## config.mk

```make
export PLATFORM = sky130hd
export DESIGN_NAME = hazard_ctrl
export DESIGN_NICKNAME = d
export VERILOG_FILES = /design/src/rtl/hazard_ctrl.sv
export SDC_FILE = /design/constraint.sdc
export NUM_CORES = 1
export LEC_CHECK = 0
export ABC_AREA = 1
export CAP_MARGIN = 0
export CELL_PAD_IN_SITES_DETAIL_PLACEMENT = 0
export CELL_PAD_IN_SITES_GLOBAL_PLACEMENT = 1
export CORE_ASPECT_RATIO = 0.75
export CORE_MARGIN = 2
export CORE_UTILIZATION = 35
export CTS_CLUSTER_SIZE = 16
export DETAILED_ROUTE_END_ITERATION = 8
export PLACE_DENSITY = 0.91
export SYNTH_ARGS = -nofsm -noshare
export SYNTH_HDL_FRONTEND = slang
export SYNTH_SLANG_ARGS = --single-unit
```

## constraint.sdc

```tcl
create_clock -name clk -period 3.55 [get_ports clk]
set_input_delay 0.71 -clock clk [delete_from_list [all_inputs] [get_ports clk]]
set_output_delay 0.71 -clock clk [all_outputs]
set_load 0.05 [all_outputs]
```

## src/rtl/hazard_ctrl.sv

```systemverilog
// ============================================================================
// Module   : hazard_ctrl
// Brief    : Load-use, taken-branch and multi-cycle MUL hazard/stall control
//            for the 5-stage pipeline, with a saturating stall-cycle counter.
// Revision : 1.0 - initial release
// ============================================================================
`default_nettype none

module hazard_ctrl #(
    parameter int MUL_LATENCY = 4,
    parameter int STALL_CNT_W = 16
) (
    input  logic                   clk,
    input  logic                   reset,
    input  logic                   id_valid,
    input  logic [4:0]             id_rs,
    input  logic [4:0]             id_rt,
    input  logic                   id_uses_rt,
    input  logic                   ex_mem_read,
    input  logic [4:0]             ex_rd,
    input  logic                   ex_is_mul,
    input  logic                   ex_branch_taken,
    output logic                   pc_write,
    output logic                   ifid_write,
    output logic                   idex_write,
    output logic                   idex_bubble,
    output logic                   ifid_flush,
    output logic                   exmem_bubble,
    output logic                   mul_start,
    output logic                   mul_busy,
    output logic [STALL_CNT_W-1:0] stall_cycles
);

    typedef enum logic [1:0] {
        ST_IDLE     = 2'd0,
        ST_MUL_BUSY = 2'd1,
        ST_MUL_LAST = 2'd2
    } state_t;

    // A 2-cycle MUL has no BUSY phase: the start cycle is its only stall.
    localparam logic [3:0] c_CNT_INIT = 4'(MUL_LATENCY - 2);
    localparam state_t     c_MUL_NEXT = (MUL_LATENCY == 2) ? ST_MUL_LAST : ST_MUL_BUSY;

    state_t                 r_state;
    logic [3:0]             r_cnt;
    logic [STALL_CNT_W-1:0] r_stall_cycles;

    logic w_idle;
    logic w_load_use_raw;
    logic w_mul_enter;
    logic w_mul_stall;
    logic w_branch;
    logic w_load_use;

    // Detection is only live in IDLE and is suppressed while reset is held.
    assign w_idle         = (r_state == ST_IDLE) & ~reset;
    assign w_load_use_raw = id_valid & ex_mem_read & (ex_rd != 5'd0) &
                            ((ex_rd == id_rs) | (id_uses_rt & (ex_rd == id_rt)));

    assign w_mul_enter = w_idle & ex_is_mul;
    assign w_mul_stall = w_mul_enter | ((r_state == ST_MUL_BUSY) & ~reset);
    assign w_branch    = w_idle & ~ex_is_mul & ex_branch_taken;
    assign w_load_use  = w_idle & ~ex_is_mul & ~ex_branch_taken & w_load_use_raw;

    assign pc_write     = ~(w_mul_stall | w_load_use);
    assign ifid_write   = ~(w_mul_stall | w_load_use);
    assign idex_write   = ~w_mul_stall;
    assign idex_bubble  = w_branch | w_load_use;
    assign ifid_flush   = w_branch;
    assign exmem_bubble = w_mul_stall;
    assign mul_start    = w_mul_enter;
    assign mul_busy     = (r_state != ST_IDLE);
    assign stall_cycles = r_stall_cycles;

    always_ff @(posedge clk or posedge reset) begin
        if (reset) begin
            r_state <= ST_IDLE;
            r_cnt   <= 4'd0;
        end else begin
            case (r_state)
                ST_IDLE: begin
                    if (ex_is_mul) begin
                        r_state <= c_MUL_NEXT;
                        r_cnt   <= c_CNT_INIT;
                    end
                end
                ST_MUL_BUSY: begin
                    if (r_cnt == 4'd1) begin
                        r_state <= ST_MUL_LAST;
                    end else begin
                        r_cnt <= r_cnt - 4'd1;
                    end
                end
                ST_MUL_LAST: begin
                    r_state <= ST_IDLE;
                end
                default: begin
                    r_state <= ST_IDLE;
                end
            endcase
        end
    end

    always_ff @(posedge clk or posedge reset) begin
        if (reset) begin
            r_stall_cycles <= '0;
        end else if (!pc_write && (r_stall_cycles != {STALL_CNT_W{1'b1}})) begin
            r_stall_cycles <= r_stall_cycles + 1'b1;
        end
    end

endmodule

`default_nettype wire

```

# Yosys cells after proc, flatten, opt, wreduce, memory -nomap -nowiden
# Index checks and enable logic that the tools add are counted.
# word_totals
register_bits	22
in_bits	22
# op_classes
n_addsub	2
n_eq_ne	8
muxes	6
bitwise	20
reduce_logical	7
# op_table
op	n
adder 16 x 1 -> 16 bit, second input constant	1
!= test 16 bit, second input constant	1
bitwise AND 1 bit	11
equality test 5 bit	2
2-to-1 mux 4 bit	2
one-hot mux 4 bit (2 select lines)	1
NOT 1 bit	5
nonzero test 5 bit	1
equality test 4 x 1 -> 1 bit, second input constant	1
2-to-1 mux 2 bit	2
!= test 2 bit, second input constant	2
OR 1 bit	4
one-hot mux 2 bit (2 select lines)	1
nonzero test 2 bit	2
subtractor 4 x 1 -> 4 bit, second input constant	1
AND reduction 3 bit	1
equality test 2 x 1 -> 1 bit, second input constant	1
logical NOT 2 bit	1
!= test 2 x 1 -> 1 bit, second input constant	1
AND reduction 2 bit	1
logical AND 1 bit	1

# Longest topological paths before layout
# Gate-level depths: netlist of run 1.
# depth
depth_word	7
ltp_mapped	12
depth_no_buf	11

# Worst setup path after synthesis of run 1
# OpenSTA, ideal clock, no wires.
# synth_path
path_kind	register -> output
startpoint	register r_state[1]
endpoint	output port pc_write
arrival_ns	3.218
t_required_ns	2.840
setup_slack_ns	-0.378
stages_incl_launch_ff	9
n_path_buf	2
cell_sequence	dfrtp_1 nor2_1 inv_1 nor2_1 o21ai_0 nand2_1 buf_2 inv_1 buf_4
# synth_via
elab_chain_cells	7
# synth_rtl
element	line_no	text
start, declared	44	state_t r_state;
start signal, assigned	83	r_state <= c_MUL_NEXT;
logical NOT 2 bit	56	assign w_idle = (r_state == ST_IDLE) & ~reset;
bitwise AND 1 bit	56	
bitwise AND 1 bit (3 in series)	63	assign w_load_use = w_idle & ~ex_is_mul & ~ex_branch_taken & w_load_use_raw;
OR 1 bit *	--	
NOT 1 bit *	--	
end, declared	23	output logic pc_write,
# Every way passes the cells marked *; elsewhere a longest branch is shown, timed or not.

# Worst setup path after layout of run 1
# layout_path
startpoint	input port reset
endpoint	output port ifid_flush
# layout_via
elab_chain_cells	4
# layout_rtl
element	line_no	text
start, declared	14	input logic reset,
NOT 1 bit	56	
bitwise AND 1 bit	56	
bitwise AND 1 bit (2 in series)	62	assign w_branch = w_idle & ~ex_is_mul & ex_branch_taken;
end, declared	27	output logic ifid_flush,
# Every way passes these cells.

==> run_summary.xml, run 1 <==
<?xml version="1.0" encoding="UTF-8"?>
<metrics>
  <group name="grt">
    <metric name="antenna_found_initial" unit="">0</metric>
    <metric name="grt_first_pass_wirelength" unit="mm">6.43</metric>
    <metric name="global_route.usage.total" unit="">0.159</metric>
    <metric name="overflow" unit="">0</metric>
    <metric name="grt_max_degree" unit="">23</metric>
    <metric name="vias_in_the_first_global_route" unit="">1402</metric>
  </group>
  <group name="run_status">
    <metric name="outcome" unit="">completed</metric>
  </group>
  <group name="worst_setup_path">
    <metric name="r2r-end" unit="">stall_cycles[15]</metric>
    <metric name="setup.worst_path.start_class" unit="">primary input</metric>
    <metric name="worstPathMaxFanout" unit="">3</metric>
    <metric name="timing.critical_path.required" unit="ps">2840</metric>
    <metric name="regToRegSetupSlack" unit="ps">1720</metric>
    <metric name="timing.critical_path.to_type" unit="">primary output</metric>
    <metric name="worstReg2RegStart" unit="">stall_cycles[0]</metric>
    <metric name="reg2reg_depth" unit="">9</metric>
    <metric name="crit_arrival" unit="ps">2380</metric>
    <metric name="timing_worst_setup_path_type" unit="">in2out</metric>
  </group>
  <group name="route">
    <metric name="postRouteWirelength" unit="mm">3.57</metric>
    <metric name="detailedRoute.firstPassIterationCount" unit="">4</metric>
    <metric name="drcViolationCount" unit="">0</metric>
    <metric name="route.vias.total" unit="">1502</metric>
    <metric name="antenna_violating_nets_post_route" unit="">0</metric>
    <metric name="wl_per_cell" unit="µm">10.5</metric>
    <metric name="drt_first_iter_violations" unit="">71</metric>
    <metric name="viasPerCell" unit="">4.40</metric>
  </group>
  <group name="finish">
    <metric name="fillers" unit="">460</metric>
    <metric name="final_cell_count_no_fill" unit="">341</metric>
    <metric name="n_antenna_cell" unit="">0</metric>
    <metric name="finish.utilization" unit="">0.483</metric>
    <metric name="fin_nets" unit="">311</metric>
    <metric name="flow.area_growth_from_synthesis" unit="%">34.2</metric>
    <metric name="layout-drive-gt1-share" unit="">0.0563</metric>
  </group>
  <group name="yosys">
    <metric name="syn-mean-instance-area" unit="µm²">6.61</metric>
    <metric name="yosys_warnings" unit="">0</metric>
    <metric name="syn-cell-area" unit="µm²">1580</metric>
    <metric name="yosys.cell_types.count" unit="">23</metric>
    <metric name="syn_nets" unit="">264</metric>
    <metric name="synth_seq_area_share" unit="">0.349</metric>
    <metric name="number_of_flip_flops_and_latches_in_the_synthesized_netlist" unit="">22</metric>
    <metric name="post_synth_inst_count" unit="">239</metric>
  </group>
  <group name="floorplanning">
    <metric name="fp.dieW" unit="µm">81.6</metric>
    <metric name="std_cell_rows" unit="">21</metric>
    <metric name="core_area" unit="µm²">4390</metric>
    <metric name="floorplan.initialDensity" unit="">0.360</metric>
    <metric name="die-area" unit="µm²">5070</metric>
    <metric name="floorplan.io_pins" unit="">46</metric>
    <metric name="die_y" unit="µm">62.2</metric>
  </group>
  <group name="worst_hold_path">
    <metric name="hold_end" unit="">r_state[1]</metric>
    <metric name="hold-path-cell-count" unit="">3</metric>
    <metric name="min-delay-start" unit="">r_state[1]</metric>
    <metric name="timing.hold.worst.class" unit="">reg2reg</metric>
  </group>
  <group name="flow_run">
    <metric name="cap_viol_max_count" unit="">0</metric>
  </group>
  <group name="timing">
    <metric name="clock-skew-final" unit="ps">8.25</metric>
    <metric name="worstMarginPinSlew" unit="ps">507</metric>
    <metric name="final_clock_period_utilization_by_the_worst_path" unit="">0.870</metric>
    <metric name="rsz0062_at_grt" unit="">no</metric>
    <metric name="timing.final.crit_period" unit="ps">3090</metric>
    <metric name="hold_ws" unit="ps">524</metric>
    <metric name="finalHoldViolations" unit="">0</metric>
    <metric name="setup_violations" unit="">0</metric>
    <metric name="drv_slew" unit="">0</metric>
    <metric name="setup_total_negative_slack" unit="ps">0</metric>
    <metric name="slew_headroom" unit="">0.661</metric>
    <metric name="fmax" unit="MHz">324</metric>
  </group>
  <group name="power">
    <metric name="power_density" unit="nW/µm²">519</metric>
    <metric name="p_leak" unit="nW">1.10</metric>
    <metric name="power.ir.vdd_worst" unit="mV">0.349</metric>
  </group>
  <group name="clocking">
    <metric name="clk_path_buf_depth" unit="">2</metric>
    <metric name="cts_inserted_buffers" unit="">3</metric>
    <metric name="cts_clock_pin_slew_for_the_worst_setup_and_hold_paths" unit="ps">70</metric>
    <metric name="postCtsHoldBufs" unit="">0</metric>
    <metric name="worst_skew_pair.late_latency" unit="ps">260</metric>
    <metric name="tritoncts" unit="">yes</metric>
    <metric name="cts-resized-gates" unit="">0</metric>
    <metric name="cts.sinks" unit="">22</metric>
    <metric name="h-tree-depth" unit="">1</metric>
    <metric name="ctsRootBufferMaster" unit="">sky130_fd_sc_hd__clkbuf_8</metric>
    <metric name="cts_post_setup_buffers_inserted" unit="">0</metric>
  </group>
  <group name="placement">
    <metric name="numPortBuffers" unit="">45</metric>
    <metric name="post-place-cells" unit="">338</metric>
    <metric name="hpwlAfterDp" unit="mm">2.91</metric>
    <metric name="gp_routability_congestion" unit="">0.817</metric>
  </group>
</metrics>
[logic make-up after synthesis]
group | count (synthesis) | share of synthesized area
AND/OR/NAND/NOR | 153 | 0.433
buffers and inverters | 45 | 0.120
flip-flops | 22 | 0.349
XOR/XNOR | 10 | 0.0555
AO/OA/AOI/OAI | 6 | 0.0198
adder cells (fa/ha/maj) | 3 | 0.0238
[cell usage in the layout (no fill, tap or decap)]
cell type and n:
sky130_fd_sc_hd__a31oi_1 1, sky130_fd_sc_hd__buf_12 1, sky130_fd_sc_hd__inv_2 1, sky130_fd_sc_hd__nor2_1 25, sky130_fd_sc_hd__xnor2_1 2, sky130_fd_sc_hd__and3b_1 1, sky130_fd_sc_hd__nand2_4 1, sky130_fd_sc_hd__buf_4 6
sky130_fd_sc_hd__nor2_4 2, sky130_fd_sc_hd__nor3_1 6, sky130_fd_sc_hd__inv_1 39, sky130_fd_sc_hd__nand2_1 86, sky130_fd_sc_hd__clkdlybuf4s50_1 40, sky130_fd_sc_hd__clkbuf_8 3, sky130_fd_sc_hd__o21ai_1 1, sky130_fd_sc_hd__dfrtp_1 22
sky130_fd_sc_hd__nand3b_4 1, sky130_fd_sc_hd__ha_1 3, sky130_fd_sc_hd__nand4_1 2, sky130_fd_sc_hd__nor3_4 1, sky130_fd_sc_hd__xor2_1 8, sky130_fd_sc_hd__a21oi_1 1, sky130_fd_sc_hd__nand3b_1 2, sky130_fd_sc_hd__o21ai_0 3
sky130_fd_sc_hd__nand3_1 26
[worst max-delay path by stage]
stage,to,start,cells past startpoint,slack [ps]
final,ifid_flush,reset,5,460
after global routing,ifid_flush,reset,5,290
after CTS,ifid_flush,reset,5,450
after detailed placement,ifid_flush,reset,5,460
after global placement,mul_start,ex_is_mul,6,470
after floorplan,pc_write,reset,6,60
[cell type report]
cell class,instances,area [µm²],area share
tap,57,71.3,0.0337
clock buffer,3,41.3,0.0195
timing repair buffer,47,465,0.220
multi-input combinational,172,840,0.396
sequential,22,551,0.260
inverter,40,150,0.0709
[per-stage QoR]
stage	cell area [µm²]	setup WS, ps	power, mW
2_1_floorplan	1580	64.2	0.775
3_3_place_gp	2080	475	0.954
3_5_place_dp	2080	456	0.960
4_1_cts	2120	452	1.11
5_1_grt	2120	293	1.19
6_report	2120	460	1.10
[power breakdown]
part	switching (mW)	internal, mW
Sequential	0.0546	0.307
Clock	0.0740	0.0756
Combinational	0.391	0.197
Total	0.519	0.579
[cells in the mapped netlist]
master | number | share of area
sky130_fd_sc_hd__inv_2 | 1 | 0.0024
sky130_fd_sc_hd__dfrtp_1 | 22 | 0.35
sky130_fd_sc_hd__inv_1 | 39 | 0.093
sky130_fd_sc_hd__buf_6 | 1 | 0.0071
sky130_fd_sc_hd__a21oi_1 | 1 | 0.0032
sky130_fd_sc_hd__xnor2_1 | 2 | 0.011
sky130_fd_sc_hd__nor3_4 | 1 | 0.010
sky130_fd_sc_hd__nor2_1 | 25 | 0.059
sky130_fd_sc_hd__o21ai_0 | 4 | 0.013
sky130_fd_sc_hd__buf_4 | 3 | 0.014
sky130_fd_sc_hd__nand4_1 | 2 | 0.0079
sky130_fd_sc_hd__xor2_1 | 8 | 0.044
sky130_fd_sc_hd__nor2_4 | 2 | 0.014
sky130_fd_sc_hd__nand3_1 | 26 | 0.082
sky130_fd_sc_hd__a31oi_1 | 1 | 0.0040
sky130_fd_sc_hd__nand3b_1 | 2 | 0.0095
sky130_fd_sc_hd__nand2_4 | 1 | 0.0071
sky130_fd_sc_hd__ha_1 | 3 | 0.024
sky130_fd_sc_hd__and3b_1 | 1 | 0.0055
sky130_fd_sc_hd__nand3b_4 | 1 | 0.013
sky130_fd_sc_hd__nand2_1 | 86 | 0.20
sky130_fd_sc_hd__nor3_1 | 6 | 0.019
sky130_fd_sc_hd__buf_2 | 1 | 0.0032
[registers in the layout, indices dropped and copies added, names as in the netlist]
name / cells
r_cnt: 4
r_state: 2
stall_cycles: 16
[routing by layer]
metal | global-route usage | vias up | wire length (µm)
met1 | 0.226 | 657 | 1780
met4 | 0.0254 | 0 | 0
met5 | 0 | - | 0
li1 | - | 820 | -
met2 | 0.250 | 25 | 1640
met3 | 0.0378 | 0 | 159
[critical path, cell delays in order]
cell	delay (ps)
sky130_fd_sc_hd__clkdlybuf4s50_1	440
sky130_fd_sc_hd__nor3_1	260
sky130_fd_sc_hd__nand2_1	110
sky130_fd_sc_hd__inv_1	70
sky130_fd_sc_hd__clkdlybuf4s50_1	790
(Power assumes the default switching activity.)
==> run 2, diff against run 1 <==
--- a/config.mk
+++ b/config.mk
@@ -11,10 +11,11 @@
 export CELL_PAD_IN_SITES_GLOBAL_PLACEMENT = 1
 export CORE_ASPECT_RATIO = 0.75
 export CORE_MARGIN = 2
-export CORE_UTILIZATION = 35
+export CORE_UTILIZATION = 32
 export CTS_CLUSTER_SIZE = 16
 export DETAILED_ROUTE_END_ITERATION = 8
-export PLACE_DENSITY = 0.91
+export GPL_ROUTABILITY_DRIVEN = 0
+export PLACE_DENSITY = 0.85
 export SYNTH_ARGS = -nofsm -noshare
 export SYNTH_HDL_FRONTEND = slang
 export SYNTH_SLANG_ARGS = --single-unit
==> constraint.sdc (replaced) <==
create_clock -name clk -period 2.9 [get_ports clk]
set_input_delay 0.58 -clock clk [delete_from_list [all_inputs] [get_ports clk]]
set_output_delay 0.58 -clock clk [all_outputs]
set_load 0.05 [all_outputs]
==> run 2 against run 1 <==
Compared with the run above:
- sequential power rose by 21%
- combinational power rose by 27%
- final area rose by 3.7%
- critical endpoint is now ifid_write
- via count rose by 1.8%
- flip-flop and latch count did not move
- die area rose by 8.8%
- cell count rose by 1.2%
- sequential share of layout area fell by 0.92 points
- non-clock buffer count did not move
- critical path depth rose by 6
- critical path type unchanged
- clock skew fell by 4.6 ps
- first-iteration DRC count fell by 11%
==> run_summary.xml, run 2 (synthesis gave the netlist of run 1 again) <==
<?xml version="1.0" encoding="UTF-8"?>
<metrics>
  <group name="run_status">
    <metric name="outcome" unit="">completed</metric>
  </group>
  <group name="worst_setup_path">
    <metric name="worst-path-stages" unit="">11</metric>
    <metric name="worstPathMaxFanout" unit="">3</metric>
    <metric name="critical-path-top-delay-family" unit="">buffers and inverters</metric>
    <metric name="worstReg2RegStart" unit="">stall_cycles[0]</metric>
    <metric name="timing.critical_path.slowest_stage_cell" unit="">sky130_fd_sc_hd__clkdlybuf4s50_1</metric>
    <metric name="cp_num_buf_inv" unit="">4</metric>
    <metric name="timing.critical_path.required" unit="ps">2320</metric>
    <metric name="crit_arrival" unit="ps">1960</metric>
    <metric name="path_common_cell" unit="">sky130_fd_sc_hd__nand2_1</metric>
    <metric name="r2r-end" unit="">stall_cycles[12]</metric>
    <metric name="critical-path-max-stage-delay" unit="ps">510</metric>
    <metric name="timing.critical_path.cells" unit="">clkdlybuf4s50_1, inv_1, nand2_1, nand2_1, nor2_1, nand3_1, nand2_1, nand2_1, nand2_1, inv_1, buf_4</metric>
    <metric name="regToRegSetupSlack" unit="ps">1050</metric>
    <metric name="timing.critical_path.to_type" unit="">primary output</metric>
    <metric name="timing_worst_setup_path_type" unit="">in2out</metric>
    <metric name="reg2reg_depth" unit="">9</metric>
    <metric name="setup.worst_path.start_class" unit="">primary input</metric>
  </group>
  <group name="power">
    <metric name="power_density" unit="nW/µm²">675</metric>
    <metric name="p_clk_frac" unit="">0.199</metric>
    <metric name="power.ir.vdd_worst" unit="mV">0.395</metric>
    <metric name="final_power" unit="mW">1.48</metric>
    <metric name="power.net_switching" unit="mW">0.665</metric>
    <metric name="pwr-share-comb" unit="">0.504</metric>
    <metric name="power.switching_fraction" unit="">0.449</metric>
    <metric name="p_seq_frac" unit="">0.297</metric>
    <metric name="power.internal" unit="mW">0.816</metric>
    <metric name="p_leak" unit="nW">1.13</metric>
  </group>
  <group name="clocking">
    <metric name="h-tree-depth" unit="">1</metric>
    <metric name="ctsRootBufferMaster" unit="">sky130_fd_sc_hd__clkbuf_8</metric>
    <metric name="cts_post_setup_buffers_inserted" unit="">0</metric>
    <metric name="cts.sinks" unit="">22</metric>
    <metric name="worst_skew_pair.late_latency" unit="ps">270</metric>
    <metric name="tritoncts" unit="">yes</metric>
    <metric name="cts_clock_pin_slew_for_the_worst_setup_and_hold_paths" unit="ps">90</metric>
    <metric name="clk_path_buf_depth" unit="">2</metric>
    <metric name="cts_inserted_buffers" unit="">3</metric>
    <metric name="cts-resized-gates" unit="">0</metric>
    <metric name="postCtsHoldBufs" unit="">0</metric>
  </group>
  <group name="finish">
    <metric name="fin_nets" unit="">311</metric>
    <metric name="fillers" unit="">478</metric>
    <metric name="n_antenna_cell" unit="">0</metric>
    <metric name="largest_reg_flops" unit="">16</metric>
    <metric name="layout.cells.most_common" unit="">sky130_fd_sc_hd__nand2_1</metric>
    <metric name="flow.area_growth_from_synthesis" unit="%">39.1</metric>
    <metric name="commonest_cells_after_routing_fill_and_taps_aside" unit="">sky130_fd_sc_hd__nand2_1, sky130_fd_sc_hd__inv_1, sky130_fd_sc_hd__clkdlybuf4s50_1</metric>
    <metric name="multi_input_comb_area" unit="µm²">851</metric>
    <metric name="area_taken_by_flip_flops_and_latches" unit="µm²">551</metric>
    <metric name="layout-drive-gt1-share" unit="">0.0702</metric>
  </group>
  <group name="floorplanning">
    <metric name="fp.dieW" unit="µm">85.1</metric>
    <metric name="floorplan.initialDensity" unit="">0.328</metric>
    <metric name="std_cell_rows" unit="">22</metric>
    <metric name="core_area" unit="µm²">4820</metric>
    <metric name="die_y" unit="µm">64.8</metric>
    <metric name="die-area" unit="µm²">5520</metric>
    <metric name="floorplan.io_pins" unit="">46</metric>
  </group>
  <group name="route">
    <metric name="drcViolationCount" unit="">0</metric>
    <metric name="wl_per_cell" unit="µm">11.0</metric>
    <metric name="viasPerCell" unit="">4.43</metric>
    <metric name="postRouteWirelength" unit="mm">3.81</metric>
    <metric name="route.met3.wl" unit="µm">192</metric>
    <metric name="route.vias.total" unit="">1529</metric>
    <metric name="detailedRoute.firstPassIterationCount" unit="">4</metric>
    <metric name="dr.max_layer_used" unit="">met4</metric>
    <metric name="met1_length" unit="mm">1.87</metric>
    <metric name="antenna_violating_nets_post_route" unit="">0</metric>
    <metric name="drt_first_iter_violations" unit="">63</metric>
    <metric name="route.met2.wl" unit="mm">1.71</metric>
  </group>
  <group name="grt">
    <metric name="grt_first_pass_wirelength" unit="mm">6.47</metric>
    <metric name="antenna_found_initial" unit="">0</metric>
    <metric name="grt_max_degree" unit="">23</metric>
    <metric name="global_route.usage.total" unit="">0.148</metric>
    <metric name="vias_in_the_first_global_route" unit="">1375</metric>
    <metric name="overflow" unit="">0</metric>
  </group>
  <group name="timing">
    <metric name="clock-skew-final" unit="ps">3.60</metric>
    <metric name="rsz0062_at_grt" unit="">no</metric>
    <metric name="worstMarginPinSlew" unit="ps">508</metric>
    <metric name="slew_headroom" unit="">0.660</metric>
    <metric name="fmax" unit="MHz">393</metric>
    <metric name="setup_total_negative_slack" unit="ps">0</metric>
    <metric name="final_clock_period_utilization_by_the_worst_path" unit="">0.877</metric>
    <metric name="finalHoldViolations" unit="">0</metric>
    <metric name="drv_slew" unit="">0</metric>
    <metric name="hold_ws" unit="ps">526</metric>
    <metric name="setup_violations" unit="">0</metric>
    <metric name="timing.final.crit_period" unit="ps">2540</metric>
  </group>
  <group name="worst_hold_path">
    <metric name="hold_end" unit="">r_state[1]</metric>
    <metric name="min-delay-start" unit="">r_state[1]</metric>
    <metric name="hold-path-cell-count" unit="">3</metric>
    <metric name="timing.hold.worst.class" unit="">reg2reg</metric>
  </group>
  <group name="flow_run">
    <metric name="cap_viol_max_count" unit="">0</metric>
  </group>
  <group name="placement">
    <metric name="hpwlAfterDp" unit="mm">3.03</metric>
    <metric name="numPortBuffers" unit="">45</metric>
  </group>
</metrics>
[run 2: cell count changes in the layout (fill, tap and decap cells not counted)]
cell                              previous run  this run
sky130_fd_sc_hd__clkdlybuf4s50_1            40        38
sky130_fd_sc_hd__o21ai_1                     1         0
sky130_fd_sc_hd__bufinv_16                   0         1
sky130_fd_sc_hd__o21ai_4                     0         1
sky130_fd_sc_hd__buf_4                       6         5
sky130_fd_sc_hd__buf_12                      1         4
[run 2: through the flow]
step,setup WS [ps],cells,instance area (µm²),util
after global routing,195,345,2200,0.456
after floorplan,31.3,239,1590,-
after detailed placement,329,341,2120,0.441
final,356,345,2200,0.456
after global placement,344,341,2120,0.441
after CTS,324,345,2200,0.456
[run 2: worst reg2reg max path: stages, from the launching register on]
cell	delay, ps
sky130_fd_sc_hd__dfrtp_1	440
sky130_fd_sc_hd__ha_1	220
sky130_fd_sc_hd__nand3_1	160
sky130_fd_sc_hd__nor2_4	220
sky130_fd_sc_hd__nand3b_4	120
sky130_fd_sc_hd__nor2_4	150
sky130_fd_sc_hd__inv_2	150
sky130_fd_sc_hd__nand2_4	190
sky130_fd_sc_hd__nand2_1	70
sky130_fd_sc_hd__nand2_1	70
[run 2: worst max path at each step]
stage	startpoint	end
2_1_floorplan	reset	pc_write
3_3_place_gp	ex_rd[0]	pc_write
3_5_place_dp	ex_rd[0]	ifid_write
4_1_cts	ex_rd[0]	ifid_write
5_1_grt	ex_rd[1]	pc_write
6_report	ex_rd[0]	ifid_write
[run 2: final cells by class]
class / instances / area share
Multi-Input combinational cell: 172 / 0.387
Tap cell: 60 / 0.0342
Timing Repair Buffer: 47 / 0.227
Sequential cell: 22 / 0.251
Inverter: 40 / 0.0684
Clock inverter: 1 / 0.0137
Clock buffer: 3 / 0.0188
[run 2: per-layer routing]
metal	vias up	GRT usage
met3	4	0.0318
met5	-	0
li1	825	-
met1	670	0.202
met2	30	0.235
met4	0	0.0456
[run 2: power groups by stage]
stage                     Sequential [mW]  Clock, mW  Combinational, mW
after CTS                           0.440      0.300              0.756
after global placement              0.445          0              0.749
after detailed placement            0.446          0              0.756
final                               0.439      0.295              0.747
after global routing                0.452      0.317              0.806
after floorplan                     0.548          0              0.412
==> variant 1 (settings of run 2) <==
Change the parameter `STALL_CNT_W` from 16 to 18.
--- a/src/rtl/hazard_ctrl.sv
+++ b/src/rtl/hazard_ctrl.sv
@@ -10,3 +10,3 @@
     parameter int MUL_LATENCY = 4,
-    parameter int STALL_CNT_W = 16
+    parameter int STALL_CNT_W = 18
 ) (
Interface: changed (resized stall_cycles); port bits go from 46 to 48. The function was not compared with the original's and may differ.
==> variant 1 against run 2 <==
Setup slack lost 82 ps. Clock skew down 0.75 ps. Sequential share of layout area grew 0.086 points. Register-to-register slack lost 120 ps. Synthesized cell count grew 10%. Global-route usage down 0.47 points. Sequential cell count up 2. Power grew 1.7%. Synthesized area increased by 8.6%. Largest cell class unchanged. Final area rose by 8.7%. Wire length grew 5.7%.
==> variant 1: results (changes against run 2) <==
| Metric | Value |
|---|---|
| Outcome | complete, no violations (unchanged) |
| Hold endpoint | stall_cycles[15] (was r_state[1]) |
| First-pass GRT wire length | 6640 um (was 6470 um) |
| Largest net degree at the start of global routing | 25 (was 23) |
| GR Util All Layers | 14.3% (was 14.8%) |
| Hold Path Cell Cnt | 2 (was 3) |
| CP arrival | 2050 ps (was 1960 ps) |
| Flop2flop setup slack | 930 ps (was 1050 ps) |
| Post-synthesis compound-gate area fraction | 1.82% (was 1.98%) |
| Routed len/inst | 10.4 um (was 11.0 um) |
| #FFs+latches synth | 24 (was 22) |
| Post-synth cell types | 22 (was 23) |
| Worst Clk Skew | 2.85 ps (was 3.60 ps) |
| Via count | 1,670 (was 1,529) |
| Syn nets | 288 (was 264) |
| Number of port buffers | 47 (was 45) |
| Vias in the first global route | 1,480 (was 1,375) |
| Most instantiated cells after synthesis | nand2_1 (100), inv_1 (40), nand3_1 (30) (was nand2_1 (86), inv_1 (39), nand3_1 (26)) |
| LEAKAGE | 0.00121 uW (was 0.00113 uW) |
| Hold slack | 546 ps (was 526 ps) |
| Area share of fa/ha/maj cells after synthesis | 2.19% (was 2.38%) |
| Max reg flops | 18 (was 16) |
| Peak supply drop | 0.202 mV (was 0.395 mV) |
| R2R depth | 9 (unchanged) |
| Sequential area share after synthesis | 35.0% (was 34.9%) |
| Reg2reg end | stall_cycles[0] (was stall_cycles[12]) |
| Hold path start | stall_cycles[15] (was r_state[1]) |
| Share of layout cells above drive strength 1 | 7.07% (was 7.02%) |
| Fin nets | 337 (was 311) |
| HPWL Detailed | 3080 um (was 3030 um) |
| Number of DRC markers in iteration 0 | 75 (was 63) |
| Worst Tran Pin Value | 501 ps (was 508 ps) |
==> variant 1: worst max path at each step <==
stage	start	endpoint	slack, ps	cells past startpoint
detailed placement	ex_rd[4]	pc_write	270	11
CTS	ex_rd[4]	pc_write	270	11
global placement	ex_rd[4]	ifid_write	320	11
finish	ex_rd[4]	pc_write	270	11
floorplan	reset	pc_write	40	10
global route	ex_rd[4]	pc_write	110	11
==> variant 1: worst max-delay path: cells and delay by family <==
kind / cells / cell delay, ps
AND/OR/NAND/NOR: 7 / 580
buffers and inverters: 4 / 860
==> variant 1: kinds of logic (layout without fill, tap and decap cells) <==
group	count (synthesis)	after routing
compound gates	6	6
xor+xnor	11	11
fa+ha+maj	3	3
buf+inv	45	93
flops	24	24
simple gates	174	174
==> variant 1: layer usage <==
metal	share of wire (%)	GRT usage [%]	wire [um]
met5	0	0	0
met4	1.2	3.98	47
met3	2.8	2.69	111
met2	43	21.9	1730
met1	53	20.8	2140
==> variant 1: cell type report <==
type | count | area, um^2
inverters | 40 | 154
multi-input cells | 194 | 937
well taps | 75 | 93.8
flip-flops and latches | 24 | 601
clock buffers | 3 | 41.3
repair buffers | 49 | 531
fillers | 549 | 2880
clock inverters | 1 | 30.0
==> variant 1: metrics by stage <==
step | cell area [um^2] | std cells
finish | 2390 | 386
global route | 2390 | 386
CTS | 2390 | 386
detailed placement | 2320 | 382
global placement | 2320 | 382
floorplan | 1730 | 263
==> variant 1: power breakdown <==
part / switching (uW) / leakage (uW) / internal (uW)
Sequential: 61.3 / 0.000319 / 399
Combinational: 479 / 0.000857 / 268
Clock: 115 / 0.0000357 / 185
Total: 655 / 0.00121 / 851
==> variant 2 (config.mk and constraints of run 2) <==
Without the edit above. Reset style: synchronous (`reset`), changed in 2 clocked blocks.
--- a/src/rtl/hazard_ctrl.sv
+++ b/src/rtl/hazard_ctrl.sv
@@ -74,3 +74,3 @@
 
-    always_ff @(posedge clk or posedge reset) begin
+    always_ff @(posedge clk) begin
         if (reset) begin
@@ -103,3 +103,3 @@
 
-    always_ff @(posedge clk or posedge reset) begin
+    always_ff @(posedge clk) begin
         if (reset) begin
Check against the original RTL: differs if reset is asserted again (counterexample within 4 cycles, from zero or initial values and one cycle with reset high); with reset held inactive, the same outputs for 10 cycles.
==> variant 2 against run 2 <==
Final area is 2.3% lower. Setup slack worse by 29 ps. Wire length is 2.4% lower. Sequential cell count stayed put. Maximum frequency is 1.1% lower. Synthesized area is 3.8% lower.
Power is not compared: it rests on default switching activity, and its combinational part moved more than twofold at a synthesized area within 25%.
==> variant 2: results (changes against run 2) <==
| Metric | Value |
|---|---|
| GR Layer Usage met3 | 3.54% (was 3.18%) |
| Post-synth cell types | 30 (was 23) |
| Outcome | complete, no violations (unchanged) |
| Drt total wl | 3720 um (was 3810 um) |
| Fin nets | 325 (was 311) |
| HPWL Detailed | 2880 um (was 3030 um) |
| Via count | 1,591 (was 1,529) |
| Multiplexer share of the synthesized area | 0% (unchanged) |
| Post-synthesis compound-gate area fraction | 7.50% (was 1.98%) |
| Resize count post-CTS | 0 (unchanged) |
| Fillcell total | 472 (was 478) |
| GR Util All Layers | 15.1% (was 14.8%) |
| FFs w/ async S/R, synth | 0% (was 100%) |
| Most instantiated cells after synthesis | nand2_1 (73), nor2_1 (43), inv_1 (41) (was nand2_1 (86), inv_1 (39), nand3_1 (26)) |
| Worst Clk Skew | 3.19 ps (was 3.60 ps) |
| Syn nets | 278 (was 264) |
| Hold Path Cell Cnt | 1 (was 3) |
| Hold endpoint | r_state[1] (unchanged) |
| FF-to-FF Start | stall_cycles[0] (unchanged) |
| Synth Area in XOR/XNOR | 1.15% (was 5.55%) |
| Reg2reg end | stall_cycles[6] (was stall_cycles[12]) |
| Synth top area cells | dfxtp_1 (29%), nand2_1 (18%), nor2_1 (11%), inv_1 (10%), nand3_1 (6.3%) (was dfrtp_1 (35%), nand2_1 (20%), inv_1 (9.3%), nand3_1 (8.2%), nor2_1 (5.9%)) |
| Global routing usage on met1 | 21.3% (was 20.2%) |
| Number of port buffers | 45 (unchanged) |
| CP arrival | 1990 ps (was 1960 ps) |
| Flop2flop setup slack | 1140 ps (was 1050 ps) |
| First-pass GRT wire length | 6620 um (was 6470 um) |
| Hold slack | 454 ps (was 526 ps) |
| Hold path start | r_state[1] (unchanged) |
| Vias in the first global route | 1,454 (was 1,375) |
| Share of layout cells above drive strength 1 | 9.36% (was 7.02%) |
| M2 GR Usage | 23.3% (was 23.5%) |
| Sequential area share after synthesis | 29.0% (was 34.9%) |
| Clock Tree Buf Depth | 2 (unchanged) |
| Place WS | 306 ps (was 329 ps) |
| Largest net degree at the start of global routing | 31 (was 23) |
| Relative slew slack | 65.0% (was 66.0%) |
| Antenna fix cells | 0 (unchanged) |
| Placed Area | 0.00207 mm^2 (was 0.00212 mm^2) |
## variant 2: kinds of logic (layout without fill, tap and decap cells)
| family | after synthesis | in the layout |
|---|---|---|
| flops | 22 | 22 |
| xor+xnor | 2 | 2 |
| fa+ha+maj | 3 | 3 |
| compound gates | 21 | 21 |
| buf+inv | 48 | 94 |
| simple gates | 157 | 157 |
## variant 2: area by class of cell
type | instances | share of cell area, %
sequential | 22 | 20.5
timing repair buffer | 47 | 24.4
clock inverter | 1 | 1.40
inverter | 43 | 7.58
clock buffer | 3 | 1.92
multi-input combinational | 183 | 40.9
tap | 57 | 3.32
## variant 2: where the power goes
part           switching, uW  leakage, uW  internal (uW)
Sequential              8.39     0.000179            313
Clock                    109    0.0000357            185
Combinational            123     0.000802           91.0
Total                    240      0.00102            589
## variant 2: metrics by stage
step / utilization [%] / cells
after global placement: 45.9 / 352
after global routing: 47.5 / 356
after detailed placement: 45.9 / 352
after CTS: 47.5 / 356
after floorplan: - / 253
final: 47.5 / 356
## variant 2: per-layer routing
layer / up-vias / share of wire [%] / routed length (um)
met5: - / 0 / 0
met2: 31 / 41 / 1530
met1: 679 / 53 / 1990
met4: 0 / 0.81 / 30
met3: 4 / 4.6 / 171
li1: 877 / - / -
## variant 2: worst max path at each step
stage / start / endpoint / slack [ps] / cells after the start
6_report: ex_rd[4] / pc_write / 330 / 9
3_5_place_dp: ex_rd[0] / pc_write / 310 / 11
5_1_grt: ex_rd[0] / pc_write / 190 / 11
3_3_place_gp: ex_rd[0] / ifid_write / 280 / 11
2_1_floorplan: r_state[1] / pc_write / 140 / 8
4_1_cts: ex_rd[0] / ifid_write / 300 / 11
## variant 2: critical path: stages
cell and delay, ps:
clkdlybuf4s50_1 450, inv_1 100, nand3_1 80, nor3_1 190, nor2_1 80, nand2_1 100, nand2_2 80, inv_1 170
buf_12 160
